`config.mk`:
```
export PLATFORM = sky130hd
export DESIGN_NAME = wb_rr_arbiter
export DESIGN_NICKNAME = d
export VERILOG_FILES = /design/src/rtl/wb_rr_arbiter.sv
export SDC_FILE = /design/constraint.sdc
export NUM_CORES = 1
export LEC_CHECK = 0
export CAP_MARGIN = 40
export CORE_AREA = 5 5 109 111
export DETAILED_ROUTE_END_ITERATION = 16
export DIE_AREA = 0 0 114 116
export DONT_BUFFER_PORTS = 1
export GPL_ROUTABILITY_DRIVEN = 0
export GPL_TIMING_DRIVEN = 1
export PLACE_DENSITY = 0.35
export SYNTH_ARGS = -nofsm -noshare
export SYNTH_HDL_FRONTEND = slang
export SYNTH_SLANG_ARGS = --single-unit
```
`constraint.sdc`:
```
create_clock -name clk_i -period 2.3 [get_ports clk_i]
set_input_delay 0.23 -clock clk_i [delete_from_list [all_inputs] [get_ports clk_i]]
set_output_delay 0.23 -clock clk_i [all_outputs]
set_load 0.01 [all_outputs]
```
`src/rtl/wb_rr_arbiter.sv`:
```
// Round-robin arbiter sharing one pipelined Wishbone slave port between NUM_M masters.
// The grant is held for the owner's whole cyc period; a watchdog aborts a slave that stops acking.
//
// state | meaning
// IDLE  | no owner, all masters stalled, choosing the next requester
// BUSY  | granted master drives the slave port, outstanding requests tracked
// ABORT | watchdog fired, err returned once, waiting for the owner to drop cyc
module wb_rr_arbiter #(
    parameter int NUM_M     = 2,
    parameter int AW        = 32,
    parameter int DW        = 32,
    parameter int MAX_OUTST = 4,
    parameter int TIMEOUT   = 256
) (
    input  logic                    clk_i,
    input  logic                    rst_i,
    input  logic [NUM_M*AW-1:0]     m_adr_i,
    input  logic [NUM_M*DW-1:0]     m_dat_i,
    input  logic [NUM_M*DW/8-1:0]   m_sel_i,
    input  logic [NUM_M-1:0]        m_we_i,
    input  logic [NUM_M-1:0]        m_cyc_i,
    input  logic [NUM_M-1:0]        m_stb_i,
    output logic [DW-1:0]           m_dat_o,
    output logic [NUM_M-1:0]        m_ack_o,
    output logic [NUM_M-1:0]        m_err_o,
    output logic [NUM_M-1:0]        m_stall_o,
    output logic [AW-1:0]           s_adr_o,
    output logic [DW-1:0]           s_dat_o,
    output logic [DW/8-1:0]         s_sel_o,
    output logic                    s_we_o,
    output logic                    s_cyc_o,
    output logic                    s_stb_o,
    input  logic [DW-1:0]           s_dat_i,
    input  logic                    s_ack_i,
    input  logic                    s_err_i,
    input  logic                    s_stall_i,
    output logic [NUM_M-1:0]        grant_o
);

    localparam int SW = DW / 8;
    localparam int IW = (NUM_M > 1) ? $clog2(NUM_M) : 1;
    localparam int WW = (TIMEOUT > 1) ? $clog2(TIMEOUT) : 1;

    typedef enum logic [1:0] {IDLE, BUSY, ABORT} state_t;

    state_t           state_q, state_d;
    logic [IW-1:0]    gidx_q, gidx_d;
    logic [IW-1:0]    last_q, last_d;
    logic [NUM_M-1:0] grant_q, grant_d;
    logic [3:0]       outst_q, outst_d;
    logic [WW-1:0]    wdog_q, wdog_d;
    logic             first_q, first_d;

    logic [IW-1:0]    sel;
    logic [IW-1:0]    scan;
    logic [IW-1:0]    pick;
    logic             found;
    logic             have_outst;
    logic             full;
    logic             issue;
    logic             retire;

    assign sel        = (state_q == IDLE) ? '0 : gidx_q;
    assign s_adr_o    = m_adr_i[sel*AW +: AW];
    assign s_dat_o    = m_dat_i[sel*DW +: DW];
    assign s_sel_o    = m_sel_i[sel*SW +: SW];
    assign s_we_o     = m_we_i[sel];
    assign m_dat_o    = s_dat_i;
    assign grant_o    = grant_q;
    assign have_outst = (outst_q != 4'd0);
    assign full       = (outst_q == 4'(MAX_OUTST));

    // Scan starts one past the last owner and wraps, so the last owner is checked last.
    always_comb begin
        scan  = last_q;
        pick  = '0;
        found = 1'b0;
        for (int i = 0; i < NUM_M; i++) begin
            scan = (scan == IW'(NUM_M - 1)) ? '0 : scan + IW'(1);
            if (!found && m_cyc_i[scan]) begin
                pick  = scan;
                found = 1'b1;
            end
        end
    end

    always_comb begin
        state_d   = state_q;
        gidx_d    = gidx_q;
        last_d    = last_q;
        grant_d   = grant_q;
        outst_d   = outst_q;
        wdog_d    = wdog_q;
        first_d   = 1'b0;
        s_cyc_o   = 1'b0;
        s_stb_o   = 1'b0;
        m_ack_o   = '0;
        m_err_o   = '0;
        m_stall_o = '1;
        issue     = 1'b0;
        retire    = 1'b0;

        case (state_q)
            IDLE: begin
                outst_d = '0;
                wdog_d  = '0;
                if (found) begin
                    gidx_d  = pick;
                    grant_d = NUM_M'(1) << pick;
                    state_d = BUSY;
                end
            end

            BUSY: begin
                s_cyc_o           = m_cyc_i[gidx_q];
                s_stb_o           = m_cyc_i[gidx_q] & m_stb_i[gidx_q] & ~full;
                m_stall_o[gidx_q] = s_stall_i | full;
                m_ack_o[gidx_q]   = s_ack_i & have_outst;
                m_err_o[gidx_q]   = s_err_i & have_outst;
                issue             = s_stb_o & ~s_stall_i;
                retire            = (s_ack_i | s_err_i) & have_outst;

                if (issue && !retire)
                    outst_d = outst_q + 4'd1;
                else if (retire && !issue)
                    outst_d = outst_q - 4'd1;

                wdog_d = (retire || !have_outst) ? '0 : wdog_q + WW'(1);

                if (!m_cyc_i[gidx_q]) begin
                    state_d = IDLE;
                    last_d  = gidx_q;
                    grant_d = '0;
                    outst_d = '0;
                    wdog_d  = '0;
                end else if (TIMEOUT != 0 && have_outst && !retire &&
                             wdog_q == WW'(TIMEOUT - 1)) begin
                    state_d = ABORT;
                    first_d = 1'b1;
                    outst_d = '0;
                    wdog_d  = '0;
                end
            end

            ABORT: begin
                m_err_o[gidx_q] = first_q;
                outst_d         = '0;
                wdog_d          = '0;
                if (!m_cyc_i[gidx_q]) begin
                    state_d = IDLE;
                    last_d  = gidx_q;
                    grant_d = '0;
                end
            end

            default: state_d = IDLE;
        endcase
    end

    always_ff @(posedge clk_i) begin
        if (rst_i) begin
            state_q <= IDLE;
            gidx_q  <= '0;
            last_q  <= IW'(NUM_M - 1);
            grant_q <= '0;
            outst_q <= '0;
            wdog_q  <= '0;
            first_q <= 1'b0;
        end else begin
            state_q <= state_d;
            gidx_q  <= gidx_d;
            last_q  <= last_d;
            grant_q <= grant_d;
            outst_q <= outst_d;
            wdog_q  <= wdog_d;
            first_q <= first_d;
        end
    end

endmodule

```
==> flow_metrics.tcl <==
set metrics [dict create \
    initial_core_util_pct 21.1 \
    timing.final.hold_violations 0 \
    critPathMaxStageDelay_ns 0.56 \
    tightest_slew_ns 0.375 \
    final_common_cell "mux2_2" \
    rsz0062_at_grt "false" \
    reg2reg_from "outst_q[2]$_SDFFE_PP0P_" \
    crit_path_max_fanout 5 \
    antenna_found_initial 0 \
    clk_latency_ns 0.26 \
    cts_htree_levels 1 \
    synth_edf_count 0 \
    postRouteAntennaNets 0 \
    setup_viol 0 \
    ioPinCount 290 \
    grt_pass1_vias 1767 \
    crit_type "reg -> reg" \
    ys_ff_latch 19 \
    via_count 1784 \
    powerDensity_nw_per_um2 568 \
    ys.flop_type "dfxtp_1" \
    r2r_cells 5 \
    crit_start "outst_q[2]$_SDFFE_PP0P_" \
    ys_seq_area_share_pct 16.9 \
    synthDistinctLibCells 39 \
    tns_ns 0 \
    power_leakage_nw 0.914 \
    grt_max_degree 70 \
    antenna_cells 0 \
    relSlewSlack_pct 74.8 \
    drive_above_1_share_pct 42.6 \
    endpoint_kind "register" \
    top_usage_layer "met2" \
    r2r_setup_slack_ns 0.09 \
    finalWirelength_um 9040 \
    max_freq_mhz 454 \
    peakVddDrop_uv 249 \
    crit_path_start_kind "register" \
    overflow 0 \
    cts_tree "built" \
    clock-sinks 19 \
    cp_common_cell "or4_4" \
    cts_made_buffers 3 \
    die_h_um 116 \
    use_met2_pct 22.1 \
    final_cell_mix "70 x mux2_2, 27 x nor2_1, 18 x dfxtp_1, 13 x buf_4, 11 x a21oi_1" \
    drc 0 \
    arrival_ns 2.40 \
    r2r_end "wdog_q[7]$_SDFFE_PP0P_" \
    cts_buffer_depth 2 \
    die_area_sq_um 13200 \
    core-area_sq_um 10700 \
    drv_slew 0 \
    wl_per_cell_um 24.0 \
    io_buffer_count 0 \
    synth_nets 451 \
    cp-endpoint "wdog_q[7]$_SDFFE_PP0P_" \
    post-synth-top-area-cell "mux2_2" \
    hp-class "in -> reg" \
    ys_top_cells_by_area "mux2_2 35%, dfxtp_1 17%, buf_4 11%" \
    syn_area_per_cell_sq_um 8.54 \
    met1_usage_pct 13.7 \
    fin_cells 377 \
    synth_top_cell_area_share_pct 35.0 \
    required_ns 2.49 \
    synth_warnings 0 \
    dp_hpwl_um 8010 \
    finalCriticalPeriod_ns 2.21 \
    synthArstFlopShare_pct 0 \
    place_inst 373 \
    crit_slowest_cell "or4_4" \
    cp_cell_sequence "or4_4 -> and4b_4 -> or4_4 -> or3_1 -> a21oi_1" \
    period_share_pct 95.9 \
    outcome "finished, final reports clean" \
    area_delta_synth_final_pct 3.16 \
    synth_area_sq_um 2250 \
    cts.clk_slew.worst_paths_ns 0.08 \
    grt_pass1_wl_um 11600 \
    final_util_pct 21.7 \
    root_buffer "clkbuf_8" \
    num_rows 38 \
    fin_worst_skew_ns 0.00998 \
    firstDrtPassIters 4 \
    grt_usage_pct 11.6 \
    grt_use_met3_pct 1.88 \
    drtIter0Drc 87 \
    final_nets 425 \
    syn_inst 264 \
    viasPerCell 4.73 \
    fill_cells 1187 \
    cap_viol_max_count 0 \
    fp.dieW_um 114 \
]
==> per-layer routing <==
metal | part of all wire [%] | up-vias
met2 | 57 | 97
met3 | 5.0 | 12
met4 | 0.98 | 0
met1 | 37 | 825
met5 | 0 | -
li1 | - | 850
==> Yosys cell counts, types with 3 or more instances <==
library cell	number
clkbuf_1	9
buf_4	32
and3_1	4
mux2_2	70
ha_1	7
nand2_1	9
nor2_1	27
nand3_1	5
a21oi_1	11
nor3_1	3
mux2i_1	9
o21ai_0	11
or3_1	6
dfxtp_1	19
inv_1	10
==> final cells by class <==
type | instances | area [sq um] | area share [%]
Multi-Input combinational cell | 190 | 1570 | 67.5
Sequential cell | 19 | 382 | 16.4
Tap cell | 140 | 175 | 7.53
Timing Repair Buffer | 14 | 118 | 5.06
Clock buffer | 4 | 45.0 | 1.94
Inverter | 10 | 37.5 | 1.61
==> where the power goes <==
| group | internal (mW) | switching [mW] |
|---|---|---|
| Clock | 0.123 | 0.123 |
| Sequential | 0.361 | 0.0345 |
| Combinational | 0.304 | 0.375 |
| Total | 0.789 | 0.532 |
==> flip-flops by register name, indices dropped and copies added, names as in the netlist <==
register / cells
outst_q: 4
wdog_q: 8
last_q: 1
state_q: 2
gidx_q: 1
grant_o: 2
first_q: 1
==> worst max-delay path, delay by kind of cell (launching register included) <==
family | cells | cell delay, ns
AO/OA/AOI/OAI | 1 | 0.14
flip-flops | 1 | 0.36
AND/OR/NAND/NOR | 4 | 1.63
==> stage by stage <==
stage / hold WS, ns / setup WS (ns) / cell area (sq um) / total power, mW
after floorplan: 0.451 / 0.0580 / 2250 / 0.958
after global placement: 0.303 / 0.0750 / 2260 / 1.09
after detailed placement: 0.305 / 0.0636 / 2260 / 1.09
after CTS: 0.0271 / 0.0329 / 2300 / 1.34
after global routing: 0.0197 / 0.0159 / 2330 / 1.41
final: 0.0309 / 0.0950 / 2330 / 1.32
==> how the worst min path moves through the flow <==
stage,start,end,slack (ns),cells after the start
5_1_grt,rst_i,outst_q[1]$_SDFFE_PP0P_,0.02,1
3_5_place_dp,rst_i,wdog_q[5]$_SDFFE_PP0P_,0.30,1
4_1_cts,rst_i,gidx_q$_SDFFE_PP0P_,0.03,1
3_3_place_gp,rst_i,wdog_q[4]$_SDFFE_PP0P_,0.30,1
2_1_floorplan,m_cyc_i[0],gidx_q$_SDFFE_PP0P_,0.45,3
6_report,rst_i,outst_q[1]$_SDFFE_PP0P_,0.03,1
==> kinds of logic after synthesis <==
logic type,synth area share (%)
flops,16.9
simple gates,17.0
compound gates,7.05
buf+inv,14.6
fa+ha+maj,4.77
xor+xnor,0.777
mux,39.0
==> repair_timing <==
| item | 4_1_cts | 5_1_grt |
|---|---|---|
| hold buffers | 0 | 0 |
| gates resized for setup | 0 | 6 |
| setup buffers | 0 | 0 |
| setup endpoints to repair | 0 | 6 |
Note: power is estimated with default switching activity, not from simulation.
